<file path="config.mk">
export PLATFORM = sky130hd
export DESIGN_NAME = textlcd_receiver
export DESIGN_NICKNAME = d
export VERILOG_FILES = /design/src/rtl/textlcd_pkg.sv /design/src/rtl/textlcd_ddram.sv /design/src/rtl/textlcd_receiver.sv
export SDC_FILE = /design/constraint.sdc
export NUM_CORES = 2
export LEC_CHECK = 0
export ABC_AREA = 0
export BUFFER_PORTS_ARGS = -buffer_cell sky130_fd_sc_hd__buf_2
export CORE_UTILIZATION = 37
export DETAILED_ROUTE_END_ITERATION = 12
export MAX_ROUTING_LAYER = met4
export PLACE_DENSITY_LB_ADDON = 0.2
export REMOVE_ABC_BUFFERS = 1
export SYNTH_ARGS = -nofsm -noshare
export SYNTH_HDL_FRONTEND = slang
export SYNTH_SLANG_ARGS = --single-unit
</file>
<file path="constraint.sdc">
create_clock -name lcdclk -period 25.8 [get_ports lcdclk]
set_input_delay 1.29 -clock lcdclk [delete_from_list [all_inputs] [get_ports lcdclk]]
set_output_delay 1.29 -clock lcdclk [all_outputs]
set_load 0.1 [all_outputs]
</file>
<file path="src/rtl/textlcd_pkg.sv">
// Shared constants and helpers for the text-LCD responder: opcode masks,
// DDRAM line bounds, address-counter stepping and DDRAM linear indexing.
package textlcd_pkg;

  localparam logic [7:0] MASK_DDRAM   = 8'h80;
  localparam logic [7:0] MASK_CGRAM   = 8'h40;
  localparam logic [7:0] MASK_FUNC    = 8'h20;
  localparam logic [7:0] MASK_SHIFT   = 8'h10;
  localparam logic [7:0] MASK_DISPLAY = 8'h08;
  localparam logic [7:0] MASK_ENTRY   = 8'h04;
  localparam logic [7:0] MASK_HOME    = 8'h02;
  localparam logic [7:0] MASK_CLEAR   = 8'h01;

  localparam logic [6:0] LINE0_BASE  = 7'h00;
  localparam logic [6:0] LINE0_LIMIT = 7'h27;
  localparam logic [6:0] LINE1_BASE  = 7'h40;
  localparam logic [6:0] LINE1_LIMIT = 7'h67;

  localparam logic [7:0] SPACE = 8'h20;

  localparam int unsigned DDRAM_DEPTH   = 80;
  localparam logic [6:0]  DDRAM_DEPTH_W = 7'd80;

  typedef enum logic [3:0] {
    INS_NOP, INS_CLEAR, INS_HOME, INS_ENTRY, INS_DISPLAY,
    INS_SHIFT, INS_FUNC, INS_CGRAM, INS_DDRAM
  } instr_t;

  // The highest set bit selects the instruction.
  function automatic instr_t decode_instr(input logic [7:0] b);
    if ((b & MASK_DDRAM)   != '0) return INS_DDRAM;
    if ((b & MASK_CGRAM)   != '0) return INS_CGRAM;
    if ((b & MASK_FUNC)    != '0) return INS_FUNC;
    if ((b & MASK_SHIFT)   != '0) return INS_SHIFT;
    if ((b & MASK_DISPLAY) != '0) return INS_DISPLAY;
    if ((b & MASK_ENTRY)   != '0) return INS_ENTRY;
    if ((b & MASK_HOME)    != '0) return INS_HOME;
    if ((b & MASK_CLEAR)   != '0) return INS_CLEAR;
    return INS_NOP;
  endfunction

  function automatic logic addr_valid(input logic [6:0] a);
    return (a <= LINE0_LIMIT) || (a >= LINE1_BASE && a <= LINE1_LIMIT);
  endfunction

  function automatic logic [6:0] ac_step(input logic [6:0] a, input logic inc);
    if (inc) begin
      if (a == LINE0_LIMIT) return LINE1_BASE;
      if (a == LINE1_LIMIT) return LINE0_BASE;
      return a + 7'd1;
    end
    if (a == LINE0_BASE) return LINE1_LIMIT;
    if (a == LINE1_BASE) return LINE0_LIMIT;
    return a - 7'd1;
  endfunction

  function automatic logic [6:0] ddram_index(input logic [6:0] a);
    return {1'b0, a[5:0]} + (a[6] ? 7'd40 : 7'd0);
  endfunction

endpackage

</file>
<file path="src/rtl/textlcd_ddram.sv">
// 80x8 DDRAM image: one write port, combinational bus read port A and a
// registered host read port B. Addresses are LCD addresses (two 40-byte lines).
module textlcd_ddram
  import textlcd_pkg::*;
(
  input  logic       clk,
  input  logic       rst,
  input  logic       we,
  input  logic [6:0] waddr,
  input  logic [7:0] wdata,
  input  logic [6:0] raddr_a,
  output logic [7:0] rdata_a,
  input  logic [6:0] raddr_b,
  output logic [7:0] rdata_b
);

  logic [7:0] mem [DDRAM_DEPTH];
  logic [6:0] widx, aidx, bidx;

  always_comb begin
    widx = ddram_index(waddr);
    aidx = ddram_index(raddr_a);
    bidx = ddram_index(raddr_b);
  end

  assign rdata_a = (aidx < DDRAM_DEPTH_W) ? mem[aidx] : SPACE;

  always_ff @(posedge clk or posedge rst) begin
    if (rst) begin
      for (int unsigned i = 0; i < DDRAM_DEPTH; i++) mem[7'(i)] <= SPACE;
      rdata_b <= '0;
    end else begin
      if (we && widx < DDRAM_DEPTH_W) mem[widx] <= wdata;
      rdata_b <= (bidx < DDRAM_DEPTH_W) ? mem[bidx] : SPACE;
    end
  end

endmodule

</file>
<file path="src/rtl/textlcd_receiver.sv">
// Display-side HD44780-style responder: synchronises the 8-bit LCD bus,
// commits transfers on the en falling edge and executes them against DDRAM.
module textlcd_receiver
  import textlcd_pkg::*;
#(
  parameter int unsigned BUSY_CYCLES  = 40,
  parameter int unsigned CLEAR_CYCLES = 1600
) (
  input  logic       lcdclk,
  input  logic       reset,
  input  logic       lcd_rs,
  input  logic       lcd_rw,
  input  logic       lcd_en,
  input  logic [7:0] lcd_data_i,
  output logic [7:0] lcd_data_o,
  output logic       lcd_data_oe,
  input  logic [6:0] rd_addr,
  output logic [7:0] rd_data,
  output logic       ev_valid,
  output logic       ev_rs,
  output logic [7:0] ev_byte,
  output logic       busy,
  output logic       disp_on,
  output logic       err_busy,
  output logic       err_addr
);

  localparam int unsigned CW = $clog2(CLEAR_CYCLES + 1);

  typedef enum logic [1:0] {IDLE, EXEC, CLEARING, BUSY} state_t;

  state_t     state;
  logic [1:0] rs_sy, rw_sy, en_sy;
  logic [7:0] d_s1, d_s2, d_q;
  logic       rs_q, rw_q, en_q, seen_low;
  logic [6:0] ac, sweep_addr, ram_waddr;
  logic       id;
  logic [CW-1:0] cnt;
  logic [7:0] ram_wdata, ram_a;
  logic       fall, wr_fall, wr_commit, long_busy, bus_we, sweep_we, clr_commit;
  instr_t     ins;

  // en syncs reset high and seen_low must see it low first, so a pulse
  // already in progress when reset releases never commits.
  always_ff @(posedge lcdclk or posedge reset) begin
    if (reset) begin
      rs_sy <= '0; rw_sy <= '0; en_sy <= '1;
      d_s1 <= '0; d_s2 <= '0; d_q <= '0;
      rs_q <= 1'b0; rw_q <= 1'b0; en_q <= 1'b1; seen_low <= 1'b0;
    end else begin
      rs_sy <= {rs_sy[0], lcd_rs};
      rw_sy <= {rw_sy[0], lcd_rw};
      en_sy <= {en_sy[0], lcd_en};
      d_s1 <= lcd_data_i;
      d_s2 <= d_s1;
      rs_q <= rs_sy[1]; rw_q <= rw_sy[1]; en_q <= en_sy[1]; d_q <= d_s2;
      seen_low <= seen_low | ~en_q;
    end
  end

  always_comb begin
    fall       = seen_low & en_q & ~en_sy[1];
    ins        = decode_instr(d_q);
    wr_fall    = fall & ~rw_q;
    wr_commit  = wr_fall & (rs_q | (ins != INS_NOP));
    long_busy  = ~rs_q & ((ins == INS_CLEAR) | (ins == INS_HOME));
    clr_commit = wr_fall & ~rs_q & (ins == INS_CLEAR);
    bus_we     = wr_fall & rs_q;
    sweep_we   = (state == CLEARING) & ~bus_we;
    ram_waddr  = bus_we ? ac : sweep_addr;
    ram_wdata  = bus_we ? d_q : SPACE;
  end

  textlcd_ddram u_ddram (
    .clk     (lcdclk),
    .rst     (reset),
    .we      (bus_we | sweep_we),
    .waddr   (ram_waddr),
    .wdata   (ram_wdata),
    .raddr_a (ac),
    .rdata_a (ram_a),
    .raddr_b (rd_addr),
    .rdata_b (rd_data)
  );

  always_ff @(posedge lcdclk or posedge reset) begin
    if (reset) begin
      state <= IDLE; ac <= '0; id <= 1'b1; cnt <= '0; sweep_addr <= LINE0_BASE;
      lcd_data_o <= '0; lcd_data_oe <= 1'b0;
      ev_valid <= 1'b0; ev_rs <= 1'b0; ev_byte <= '0;
      busy <= 1'b0; disp_on <= 1'b0; err_busy <= 1'b0; err_addr <= 1'b0;
    end else begin
      ev_valid <= wr_fall;
      if (wr_fall) begin
        ev_rs   <= rs_q;
        ev_byte <= d_q;
        if (busy) err_busy <= 1'b1;
      end

      lcd_data_oe <= rw_sy[1] & en_sy[1];
      lcd_data_o  <= (rw_sy[1] & en_sy[1]) ? (rs_sy[1] ? ram_a : {busy, ac}) : '0;

      if (wr_commit) begin
        busy <= 1'b1;
        cnt  <= long_busy ? CW'(CLEAR_CYCLES - 1) : CW'(BUSY_CYCLES - 1);
      end else if (cnt != '0) begin
        cnt <= cnt - 1'b1;
      end else begin
        busy <= 1'b0;
      end

      if (fall & rs_q) begin
        ac <= ac_step(ac, id);
      end else if (wr_fall) begin
        case (ins)
          INS_DDRAM:   if (addr_valid(d_q[6:0])) ac <= d_q[6:0]; else err_addr <= 1'b1;
          INS_DISPLAY: disp_on <= d_q[2];
          INS_ENTRY:   id <= d_q[1];
          INS_HOME:    ac <= '0;
          INS_CLEAR:   begin ac <= '0; id <= 1'b1; end
          default:     ;
        endcase
      end

      if (sweep_we) sweep_addr <= ac_step(sweep_addr, 1'b1);

      // Bus writes steal the write port; the sweep pauses for that cycle.
      if (clr_commit) begin
        state      <= CLEARING;
        sweep_addr <= LINE0_BASE;
      end else if (state == CLEARING) begin
        if (sweep_we && sweep_addr == LINE1_LIMIT) state <= BUSY;
      end else if (fall) begin
        state <= EXEC;
      end else begin
        state <= busy ? BUSY : IDLE;
      end
    end
  end

endmodule
</file>
==> results.toml <==
[floorplan]
initial_core_util_pct = 37.29
dieHeight_um = 324.7
die_area_sq_um = 105400
ios = 51
die_x_um = 324.7
core_sq_um = 103300
rows = 118

[cts]
cts_tree = "done"
insertion_delay_ns = 0.67
path_clk_slew_ns = 0.06
post_cts_buffers = 0
cts_resized = 0
cts_buffers = 85
cts_sinks = 733
clk_path_buf_depth = 3
hold_buffers = 0
cts_root_buffer = "clkbuf_16"
htree_levels = 3

[status]
status = "finished clean"

[synthesis]
synth_common_cells = "649 x dfrtp_1, 577 x nand2_1, 424 x o21ai_0, 275 x mux4_2, 194 x mux2_2"
ys.flop_type = "dfrtp_1"
syn_avg_cell_area_sq_um = 11.43
postSynthCellCount = 3370
ys_top_cells_by_area = "dfrtp_1 42%, mux4_2 16%, dfstp_2 5.7%"
synth-edff-count = 0
synth_top_area_share_pct = 42.15
yosys.area.top_type = "dfrtp_1"
synth.distinct_cells = 78
yosys_warnings = 0
syn_area_sq_um = 38530
ys_seq_area_share_pct = 47.87
synth_seq_cells = 733
synthArstFlopShare_pct = 100.0
yosysMostFrequentCell = "dfrtp_1"

[layout]
drive_gt1_share_pct = 27.32
fin_util_pct = 41.39
synthToLayoutAreaGrowth_pct = 11.00
final_nets = 3306

[place]
dp_hpwl_um = 90100
post-place-ws_ns = 20.43
place.gp.congestion = 0.9617
io_buffers = 50

[critical_path]
required_ns = 26.35
cp.arrival_ns = 6.03
crit_buf_inv = 2
path_max_fanout = 20
cpPeakStageDelay_ns = 0.85
cpMaxStageDelayCell = "o21ai_2"
critPathLaunchType = "register"
end_kind = "register"
cp_cell_sequence = "inv_2 -> nand2b_1 -> inv_2 -> nand2_1 -> nand2_1 -> o21ai_0 -> ha_1 -> ha_1 -> nor2b_1 -> nand3_1 -> o21ai_2 -> nand3_1 -> o21ai_0"
crit_family = "simple AND/OR/NAND/NOR gates"
path_class = "reg2reg"

[timing]
period_needed_ns = 5.483
finClkSkew_ns = 0.03459
hold-worst-slack_ns = 0.3464
final_hold_viol_count = 0
fin_setup_tns_ns = 0
period_share_pct = 21.25
fmax_mhz = 182.4
rsz0062_at_grt = "false"
relSlewSlack_pct = 16.78
setup_viol = 0
tightest_slew_ns = 1.237
setup_ws_ns = 20.32
maxSlewViolCount = 0

[global_routing]
grt_pass1_vias = 27560
track_usage_pct = 26.86
overflow = 0
antenna_found_initial = 10
grt_pass1_wl_um = 203200
grt_max_degree = 160

[flow_run]
cap_violations = 0

[drt]
drt_iter0_markers = 3214
drcViolationCount = 0
via_count = 28380
via_per_inst = 5.998
wl_per_cell_um = 28.92
ant_nets = 0
wl_um = 136800
first_pass_iters = 6

[power_and_ir_drop]
p_total_mw = 3.259
powerDensity_nw_per_um2 = 76.19
power.leakage_nw = 17.95
irDropWorstVdd_v = 0.00005923

[hold_path]
hold_class = "reg2reg"
## worst reg2reg max path, stage by stage, from the launching register on
cell and delay (ns):
dfrtp_1 0.48, inv_2 0.27, nand2b_1 0.38, inv_2 0.31, nand2_1 0.54, nand2_1 0.24, o21ai_0 0.11, ha_1 0.25
ha_1 0.39, nor2b_1 0.21, nand3_1 0.11, o21ai_2 0.85, nand3_1 0.80, o21ai_0 0.43
## per-layer routing
layer / track usage (%) / share of wire, % / up-vias
met4: 9.701 / 3.7 / 0
met1: 38.13 / 45 / 14740
met5: - / 0 / -
met3: 5.148 / 7.5 / 236
li1: - / - / 12240
met2: 38.13 / 44 / 1168
## path summary, 6_finish.rpt
| kind | from | end | slack [ns] | cells past startpoint |
|---|---|---|---|---|
| worst max-delay path | rw_q | u_ddram.mem[277] | 20.32 | 13 |
| worst min-delay path | d_s2[5] | d_q[5] | 0.35 | 0 |
| worst max register to register | rw_q | u_ddram.mem[277] | 20.32 | 13 |
| worst min register to register | d_s2[5] | d_q[5] | 0.35 | 0 |
| max in group asynchronous | reset | u_ddram.mem[192] | 21.91 | 5 |
| min in group asynchronous | reset | u_ddram.mem[391] | 0.73 | 2 |
## cells by family (layout without fill, tap and decap cells)
| group | Yosys count | after routing | share of synthesized area, % |
|---|---|---|---|
| AOI/OAI and AO/OA | 747 | 747 | 11.56 |
| xor gates and xnor gates | 17 | 17 | 0.3864 |
| adders and majority gates | 13 | 13 | 0.4221 |
| buffers and inverters | 313 | 289 | 3.689 |
| DFF | 733 | 733 | 47.87 |
| muxes | 587 | 587 | 24.81 |
| other | 0 | 6 | 0 |
| and+or+nand+nor | 960 | 960 | 11.26 |
## state kept, by name, indices dropped and copies added (netlist names), 7 cells and up
register,count
u_ddram.mem,640
cnt,11
d_q,8
d_s1,8
d_s2,8
ev_byte,8
lcd_data_o,8
u_ddram.rdata_b,8
ac,7
sweep_addr,7
## cells in the final DEF, fill, tap and decap left out, types with 49 or more instances in the layout
cell type	instances
dfrtp_1	647
nand2_1	570
o21ai_0	422
mux4_2	275
mux2_2	194
mux2i_1	118
nor2_1	99
nand3_1	92
clkbuf_16	88
dfstp_2	84
a21oi_1	57
buf_4	56
o21ai_2	53
o22ai_1	49
## cell type report
type	instances	area (sq um)
Multi-Input combinational cell	2324	18750
Fill cell	9911	60580
Clock buffer	120	2542
Tap cell	1380	1727
Antenna cell	6	15.01
Sequential cell	733	18460
Timing Repair Buffer	108	743.2
Inverter	21	86.33
Clock inverter	40	452.9
## power breakdown
group | total, mW | internal [mW] | switching [mW] | leakage [nW]
combinational | 0.677 | 0.201 | 0.476 | 6.69
clock | 1.29 | 0.770 | 0.521 | 1.48
sequential | 1.29 | 1.22 | 0.0689 | 9.78
## through the flow
stage / instance area, sq um / cells
detailed placement: 39760 / 4566
global placement: 39760 / 4566
finish: 42770 / 4732
global route: 42760 / 4729
CTS: 42760 / 4726
floorplan: 37190 / 3078
Power figures use the tool's default switching activity.
